### config.mk
export PLATFORM = sky130hd
export DESIGN_NAME = fetch_queue
export DESIGN_NICKNAME = d
export VERILOG_FILES = /design/src/rtl/fetch_queue.sv
export SDC_FILE = /design/constraint.sdc
export NUM_CORES = 1
export LEC_CHECK = 0
export BUFFER_PORTS_ARGS = -buffer_cell sky130_fd_sc_hd__clkbuf_2
export CAP_MARGIN = 20
export CORE_UTILIZATION = 55
export DETAILED_ROUTE_END_ITERATION = 6
export PLACE_DENSITY = 0.84
export SLEW_MARGIN = 10
export SYNTH_ARGS = -nofsm -noshare
export SYNTH_HDL_FRONTEND = slang
export SYNTH_SLANG_ARGS = --single-unit
### constraint.sdc
create_clock -name clk -period 7.65 [get_ports clk]
set_clock_uncertainty 0.2 [all_clocks]
set_input_delay 1.53 -clock clk [delete_from_list [all_inputs] [get_ports clk]]
set_output_delay 1.53 -clock clk [all_outputs]
set_load 0.05 [all_outputs]
### src/rtl/fetch_queue.sv
// Instruction fetch unit: one outstanding imem request, {pc, instr} FIFO toward decode, redirect flush/squash.
// Optional JAL next-PC prediction is enabled by defining FETCH_JAL_PREDICT_EN.
module fetch_queue #(
    parameter int               XLEN     = 32,
    parameter logic [XLEN-1:0]  RESET_PC = XLEN'(32'h6000_0000),
    parameter int               IQ_DEPTH = 4
) (
    input  logic            clk,
    input  logic            rst,
    input  logic            br_en,
    input  logic [XLEN-1:0] br,
    input  logic            freeze,
    output logic [XLEN-1:0] imem_addr,
    output logic [3:0]      imem_rmask,
    input  logic [31:0]     imem_rdata,
    input  logic            imem_resp,
    output logic            iq_valid,
    input  logic            iq_ready,
    output logic [XLEN-1:0] iq_pc,
    output logic [31:0]     iq_instr,
    output logic            iq_pred_taken
);
    localparam int PW = $clog2(IQ_DEPTH);
    localparam int CW = PW + 1;
    localparam logic [CW-1:0] DEPTH_C = CW'(IQ_DEPTH);

    typedef enum logic [1:0] {IDLE, BUSY, BUSY_SQ} state_t;

    state_t          state_reg, state_next;
    logic [XLEN-1:0] addr_reg, addr_next;
    logic [XLEN-1:0] pc_reg, pc_next;
    logic [PW-1:0]   head_reg, tail_reg;
    logic [CW-1:0]   count_reg, count_next, count_after;
    logic [XLEN-1:0] pc_mem [IQ_DEPTH];
    logic [31:0]     instr_mem [IQ_DEPTH];
    logic            enq, deq;
    logic [XLEN-1:0] seq_pc;

`ifdef FETCH_JAL_PREDICT_EN
    logic            pred_mem [IQ_DEPTH];
    logic            resp_jal;
    logic [XLEN-1:0] jal_imm;

    assign resp_jal = (imem_rdata[6:0] == 7'b1101111);
    assign jal_imm  = {{(XLEN-20){imem_rdata[31]}}, imem_rdata[19:12], imem_rdata[20],
                       imem_rdata[30:21], 1'b0};
    assign seq_pc   = addr_reg + (resp_jal ? jal_imm : XLEN'(4));
`else
    assign seq_pc   = addr_reg + XLEN'(4);
`endif

    // Responses are only captured in BUSY; BUSY_SQ responses belong to a squashed fetch.
    assign deq         = (count_reg != '0) && iq_ready;
    assign enq         = (state_reg == BUSY) && imem_resp && !br_en;
    assign count_after = count_reg + CW'(enq) - CW'(deq);

    always_comb begin
        state_next = state_reg;
        addr_next  = addr_reg;
        pc_next    = pc_reg;
        count_next = br_en ? '0 : count_after;
        case (state_reg)
            IDLE: begin
                if (br_en)
                    pc_next = br;
                if (!freeze && count_next < DEPTH_C) begin
                    addr_next  = br_en ? br : pc_reg;
                    state_next = BUSY;
                end
            end
            BUSY: begin
                if (imem_resp) begin
                    if (br_en) begin
                        addr_next  = br;
                        pc_next    = br;
                        state_next = freeze ? IDLE : BUSY;
                    end else begin
                        pc_next = seq_pc;
                        if (!freeze && count_next < DEPTH_C)
                            addr_next = seq_pc;
                        else
                            state_next = IDLE;
                    end
                end else if (br_en) begin
                    pc_next    = br;
                    state_next = BUSY_SQ;
                end
            end
            BUSY_SQ: begin
                if (br_en)
                    pc_next = br;
                if (imem_resp) begin
                    addr_next  = br_en ? br : pc_reg;
                    state_next = freeze ? IDLE : BUSY;
                end
            end
            default: state_next = IDLE;
        endcase
    end

    always_ff @(posedge clk) begin
        if (rst) begin
            state_reg <= IDLE;
            addr_reg  <= RESET_PC;
            pc_reg    <= RESET_PC;
            head_reg  <= '0;
            tail_reg  <= '0;
            count_reg <= '0;
        end else begin
            state_reg <= state_next;
            addr_reg  <= addr_next;
            pc_reg    <= pc_next;
            count_reg <= count_next;
            if (br_en) begin
                head_reg <= tail_reg;
            end else begin
                if (enq) tail_reg <= tail_reg + 1'b1;
                if (deq) head_reg <= head_reg + 1'b1;
            end
        end
    end

    // Storage carries no reset; the head is masked by iq_valid.
    always_ff @(posedge clk) begin
        if (enq) begin
            pc_mem[tail_reg]    <= addr_reg;
            instr_mem[tail_reg] <= imem_rdata;
`ifdef FETCH_JAL_PREDICT_EN
            pred_mem[tail_reg]  <= resp_jal;
`endif
        end
    end

    assign imem_addr  = addr_reg;
    assign imem_rmask = (state_reg != IDLE) ? 4'hF : 4'h0;
    assign iq_valid   = (count_reg != '0);
    assign iq_pc      = iq_valid ? pc_mem[head_reg] : '0;
    assign iq_instr   = iq_valid ? instr_mem[head_reg] : '0;
`ifdef FETCH_JAL_PREDICT_EN
    assign iq_pred_taken = iq_valid && pred_mem[head_reg];
`else
    assign iq_pred_taken = 1'b0;
`endif
endmodule

==> impl_metrics.yaml, run 1 <==
cells_and_area:
  layoutNonFillerInstCount: 1523
  drive_gt1_frac: 0.2640
  nets: 1245
  reg_top3: "instr_mem x128, pc_mem x128"
  utilization: 0.6507
  area_growth_pct: 15.07
  diodes: 0
yosys:
  syn_avg_cell_area_um2: 14.01
  synth-seq-cells: 331
  synth.most_common_cell: "edfxtp_1"
  yosys.area.top_type_share: 0.5352
  yosysWarningCount: 0
  synthArstFlopShare: 0
  synth_fp_nets: 1103
  synth_area_leader_cell: "edfxtp_1"
  ys.flop_type: "edfxtp_1"
  synth_edf_count: 256
  synth_area_leaders: "edfxtp_1, dfxtp_1, mux4_2"
  ys_types: 68
  ys_seq_area_frac: 0.6398
  synthCells: 1025
  synth_area_um2: 14360
  synthTopCellsByCount: "edfxtp_1, dfxtp_1, and2_1, nand2_1, mux4_2"
global_routing:
  grt_pass1_wl_mm: 50.38
  grt_max_degree: 68
  grtUsageTotal: 0.2461
  use_met2: 0.3885
  overflow: 0
  top_usage_layer: "met2"
  met1_usage: 0.3418
  gr-usage-met3: 0.04469
  grt_pass1_vias: 9244
  antenna_found_initial: 0
sta:
  rsz0062_at_grt: "false"
  setup_violations: 0
  finalHoldViolCount: 0
  worstMarginPinSlew_ns: 1.082
  slew-limit-headroom: 0.2727
  maxSlewViolCount: 0
  finalCritPeriodShare: 0.6207
  layout_setup_ws_ns: 2.902
  hold_slack_ns: 0.2556
  period_minus_slack_ns: 4.748
  timing.fmax_mhz: 210.6
  setup_tns_ns: 0
worst_setup_path:
  cp-start-kind: "input pin"
  required_ns: 7.84
  setup.worst_path.start: "br_en"
  path_max_fanout: 14
  path_class: "in2reg"
  end_kind: "flop"
  cp.arrival_ns: 4.94
  r2r_start: "count_reg[1]$_SDFF_PP0_"
clock_network:
  clockRootBuffer: "clkbuf_16"
  htree_levels: 2
  cts_sinks: 331
  clkTransAtPathRegs_ns: 0.06
  clk_path_buf_depth: 3
  postCtsSetupBuffers: 0
  cts_resized: 0
  insertion_delay_ns: 0.51
  cts_tree: "done"
  hold_buffers: 0
  numCtsBuffers: 35
placement:
  port_buffers: 170
  dp_hpwl_mm: 19.81
  post-place-cells: 1460
  dp_slack_ns: 2.449
  place_congestion: 0.8807
power:
  seqPwrFrac: 0.499
  p_leak_nw: 5.805
  p_switching_mw: 1.053
  power.density_nw_per_um2: 252.6
  p_int_mw: 3.122
  ir_drop_v: 0.0001950
  p_clk_frac: 0.396
  power.share.switching: 0.2522
  pwr-share-comb: 0.105
die:
  die_x_um: 163.6
  rows: 58
  core-area_um2: 25400
  ioPinCount: 172
  die_y_um: 163.6
  die_area_um2: 26760
  start_util: 0.5655
routing:
  viasPerCell: 6.300
  drt_first_pass_iters: 6
  wl_mm: 32.80
  via_count: 9595
  drc: 0
  wl_per_cell_um: 21.54
  first_iter_violations: 1291
  ant_nets: 0
worst_hold_path:
  hp-start: "pc_reg[5]$_SDFFE_PP0P_"
  hold_class: "reg2reg"
job:
  cap_violations: 0
outcome:
  status: "finished clean"
==> cells in the final DEF, fill, tap and decap left out, types with 5 or more instances in the layout <==
| cell | n |
|---|---|
| nand4_1 | 11 |
| nor4_1 | 9 |
| nand2_1 | 72 |
| edfxtp_1 | 256 |
| xor2_1 | 7 |
| or3_1 | 6 |
| nand3_1 | 24 |
| xnor2_1 | 16 |
| buf_4 | 12 |
| a22oi_1 | 9 |
| clkbuf_16 | 36 |
| o31a_1 | 8 |
| mux4_2 | 64 |
| dfxtp_1 | 73 |
| a211oi_1 | 14 |
| nor3_1 | 12 |
| and4_1 | 7 |
| o211ai_1 | 9 |
| o22ai_1 | 7 |
| a221oi_1 | 6 |
| clkbuf_2 | 170 |
| o21ai_0 | 49 |
| nand2b_1 | 8 |
| and3_1 | 10 |
| clkinv_1 | 9 |
| nor2_1 | 42 |
| ha_1 | 7 |
| a21oi_1 | 45 |
| o32ai_1 | 10 |
| clkbuf_1 | 5 |
| and2_1 | 72 |
| inv_1 | 18 |
| a31oi_1 | 12 |
==> worst max-delay path, cell delays in order <==
cell and delay [ns]:
clkbuf_2 0.12, nor3b_2 0.23, nand2_1 0.16, ha_1 0.32
inv_1 0.04, ha_1 0.19, fa_1 0.36, xnor3_1 0.42
a2111oi_2 0.34, or2_1 0.47, buf_4 0.31, o21ai_1 0.09
a221o_1 0.37
==> path summary, 6_finish.rpt <==
path,to,slack [ns],cells past startpoint
min,pc_reg[5]$_SDFFE_PP0P_,0.26,2
max reg2reg,imem_addr[29]$_SDFFE_PP1P_,3.06,13
min reg2reg,pc_reg[5]$_SDFFE_PP0P_,0.26,2
max,imem_addr[29]$_SDFFE_PP1P_,2.90,13
==> routing by layer <==
layer,vias up,part of all wire
met5,-,0
met4,0,0.029
met3,90,0.098
met2,549,0.47
met1,4693,0.40
li1,4263,-
==> final cells by class <==
cell class,count,area [um2]
clock buffers,43,947.2
inverters,18,67.56
well taps,330,412.9
repair buffers,182,940.9
fillers,1831,8872
clock inverters,20,183.9
flip-flops and latches,331,9196
multi-input cells,599,4778
==> per-stage QoR <==
| step | instance area [um2] | power (mW) |
|---|---|---|
| 2_1_floorplan | 14360 | 2.415 |
| 3_3_place_gp | 15400 | 2.537 |
| 3_5_place_dp | 15400 | 2.552 |
| 4_1_cts | 16530 | 4.191 |
| 5_1_grt | 16530 | 4.292 |
| 6_report | 16530 | 4.175 |
==> kinds of logic after synthesis <==
| kind of cell | after synthesis | share of synthesized area |
|---|---|---|
| fa+ha+maj | 8 | 0.007492 |
| xor+xnor | 24 | 0.01559 |
| compound gates | 207 | 0.09583 |
| other cells | 1 | 0.0002611 |
| buf+inv | 95 | 0.02901 |
| flops | 331 | 0.6398 |
| mux | 64 | 0.1004 |
| simple gates | 295 | 0.1117 |
==> power by group through the flow <==
| stage | clock network (mW) | registers, mW | logic, mW |
|---|---|---|---|
| final | 1.65 | 2.08 | 0.438 |
| after global routing | 1.74 | 2.09 | 0.467 |
| after CTS | 1.67 | 2.08 | 0.436 |
| after detailed placement | 0 | 2.12 | 0.433 |
| after global placement | 0 | 2.11 | 0.424 |
| after floorplan | 0 | 2.13 | 0.283 |
Note: power is estimated with default switching activity, not from simulation.
==> inputs of run 2 (changes only) <==
==> constraint.sdc (replaced) <==
create_clock -name clk -period 4.9 [get_ports clk]
set_clock_uncertainty 0.2 [all_clocks]
set_input_delay 0.98 -clock clk [delete_from_list [all_inputs] [get_ports clk]]
set_output_delay 0.98 -clock clk [all_outputs]
set_load 0.05 [all_outputs]
==> run 2 against run 1 <==
  * First-iteration DRC count shrank 7.5%
  * Wire length grew 1.3%
  * Core utilization decreased by 0.11 points
  * Worst setup slack got worse by 2.1 ns
  * Clock power grew 51%
  * Die area unchanged
  * Final cell count unchanged
  * Final area shrank 0.17%
  * Total power up 54%
  * Global-route usage is 0.58 points higher
  * Sequential share of layout area increased by 0.097 points
  * Critical endpoint is now imem_addr[22]$_SDFFE_PP0P_
  * Highest routed layer unchanged
==> impl_metrics.yaml, run 2 (same netlist as run 1, synthesis figures left out) <==
sta:
  rsz0062_at_grt: "false"
  maxSlewViolCount: 0
  period_minus_slack_ns: 4.082
  timing.fmax_mhz: 245.0
  setup_violations: 0
  finalCritPeriodShare: 0.8331
  finalHoldViolCount: 0
  worstMarginPinSlew_ns: 1.043
  slew-limit-headroom: 0.3044
  setup_tns_ns: 0
clock_network:
  postCtsSetupBuffers: 0
  cts_tree: "done"
  hold_buffers: 0
  clk_path_buf_depth: 3
  clockRootBuffer: "clkbuf_16"
  cts_sinks: 331
  numCtsBuffers: 35
  htree_levels: 2
  clkTransAtPathRegs_ns: 0.06
  insertion_delay_ns: 0.50
  cts_resized: 0
power:
  p_leak_nw: 5.798
  ir_drop_v: 0.0002370
  finalPower_mw: 6.427
  power.density_nw_per_um2: 389.5
die:
  ioPinCount: 172
  die_area_um2: 26760
  core-area_um2: 25400
  die_y_um: 163.6
  die_x_um: 163.6
  start_util: 0.5655
  rows: 58
worst_setup_path:
  cpMaxStageDelayCell: "nor2_1"
  crit_top_cell: "ha_1"
  path_class: "reg2reg"
  cp.arrival_ns: 4.28
  cp_slowest_stage_delay_ns: 0.65
  cp_cell_sequence: "or3_2, and2_1, ha_1, inv_1, ha_1, fa_1, xnor3_1, a2111oi_2, nor2_1, buf_4, a21oi_1, o32ai_1"
  setup.worst_path.end: "imem_addr[22]$_SDFFE_PP0P_"
  r2r_cells: 12
  r2r_end: "imem_addr[22]$_SDFFE_PP0P_"
  end_kind: "flop"
  cp-start-kind: "flop"
  required_ns: 5.10
  setup.worst_path.start: "count_reg[1]$_SDFF_PP0_"
  r2r_start: "count_reg[1]$_SDFF_PP0_"
  r2r_slack_ns: 0.82
  path_max_fanout: 16
routing:
  routed-wl-met2_mm: 15.90
  wl_mm: 33.22
  first_iter_violations: 1194
  wl_met1_mm: 13.56
  drc: 0
  top_layer: "met4"
  via_count: 9533
  wl_per_cell_um: 21.81
  wl_met3_mm: 3.168
  drt_first_pass_iters: 6
  ant_nets: 0
  viasPerCell: 6.259
global_routing:
  antenna_found_initial: 0
  grtUsageTotal: 0.2519
  grt_max_degree: 67
  grt_pass1_wl_mm: 51.44
  overflow: 0
  grt_pass1_vias: 9346
cells_and_area:
  multiInputGateArea_um2: 4778
  reg_top3: "instr_mem x128, pc_mem x128"
  layout_common_cells: "edfxtp_1, clkbuf_2, dfxtp_1"
  nets: 1246
  diodes: 0
  utilization: 0.6496
  final_common_cell: "edfxtp_1"
  drive_gt1_frac: 0.2640
  fillers: 1834
  seq_area_um2: 9196
  area_growth_pct: 14.87
worst_hold_path:
  hold_depth: 2
  hold_class: "reg2reg"
outcome:
  status: "finished clean"
placement:
  place_congestion: 0.8946
  dp_hpwl_mm: 20.42
  port_buffers: 170
job:
  cap_violations: 0
-- run 2: cell count changes in the layout (fill, tap and decap cells not counted), sizes merged --
cell,previous run,this run
bufinv,3,1
clkinvlp,2,1
clkinv,14,13
clkbuf,213,217
-- run 2: area by class of cell --
type | instances | area share
clock inverters | 16 | 0.006219
well taps | 330 | 0.02503
multi-input cells | 599 | 0.2896
repair buffers | 183 | 0.05824
clock buffers | 46 | 0.05938
inverters | 18 | 0.004095
flip-flops and latches | 331 | 0.5574
-- run 2: power breakdown --
| part | switching [mW] | total (mW) | internal, mW |
|---|---|---|---|
| clock network | 1.03 | 2.49 | 1.46 |
| logic | 0.459 | 0.691 | 0.232 |
| registers | 0.138 | 3.25 | 3.11 |
-- run 2: stage by stage --
| stage | cell area (um2) | hold WS, ns | setup WS (ns) | std cells |
|---|---|---|---|---|
| 2_1_floorplan | 14360 | 0.2292 | 0.6770 | 1025 |
| 3_3_place_gp | 15410 | 0.2378 | 0.5255 | 1460 |
| 3_5_place_dp | 15410 | 0.2465 | 0.3867 | 1460 |
| 4_1_cts | 16490 | 0.2546 | 0.8391 | 1522 |
| 5_1_grt | 16500 | 0.2833 | 0.6053 | 1523 |
| 6_report | 16500 | 0.2544 | 0.8179 | 1523 |
-- run 2: how the worst min path moves through the flow --
stage | startpoint | to | slack (ns)
after floorplan | pc_reg[4]$_SDFFE_PP0P_ | pc_reg[4]$_SDFFE_PP0P_ | 0.23
after global placement | pc_reg[5]$_SDFFE_PP0P_ | pc_reg[5]$_SDFFE_PP0P_ | 0.24
after detailed placement | pc_reg[5]$_SDFFE_PP0P_ | pc_reg[5]$_SDFFE_PP0P_ | 0.25
after CTS | pc_reg[5]$_SDFFE_PP0P_ | pc_reg[5]$_SDFFE_PP0P_ | 0.25
after global routing | pc_reg[18]$_SDFFE_PP0P_ | pc_reg[18]$_SDFFE_PP0P_ | 0.28
final | pc_reg[5]$_SDFFE_PP0P_ | pc_reg[5]$_SDFFE_PP0P_ | 0.25
-- run 2: worst max-delay path: cells and delay by family (launching register included) --
| family | cells | cell delay [ns] |
|---|---|---|
| and+or+nand+nor | 3 | 1.34 |
| DFF | 1 | 0.33 |
| AOI/OAI and AO/OA | 3 | 0.43 |
| buffers and inverters | 2 | 0.40 |
| adders and majority gates | 3 | 0.83 |
| xor gates and xnor gates | 1 | 0.44 |
-- run 2: routing by layer --
layer / track usage / vias to the layer above
li1: - / 4263
met4: 0.06734 / 0
met1: 0.3486 / 4689
met3: 0.05383 / 56
met2: 0.4050 / 525
met5: 0 / -
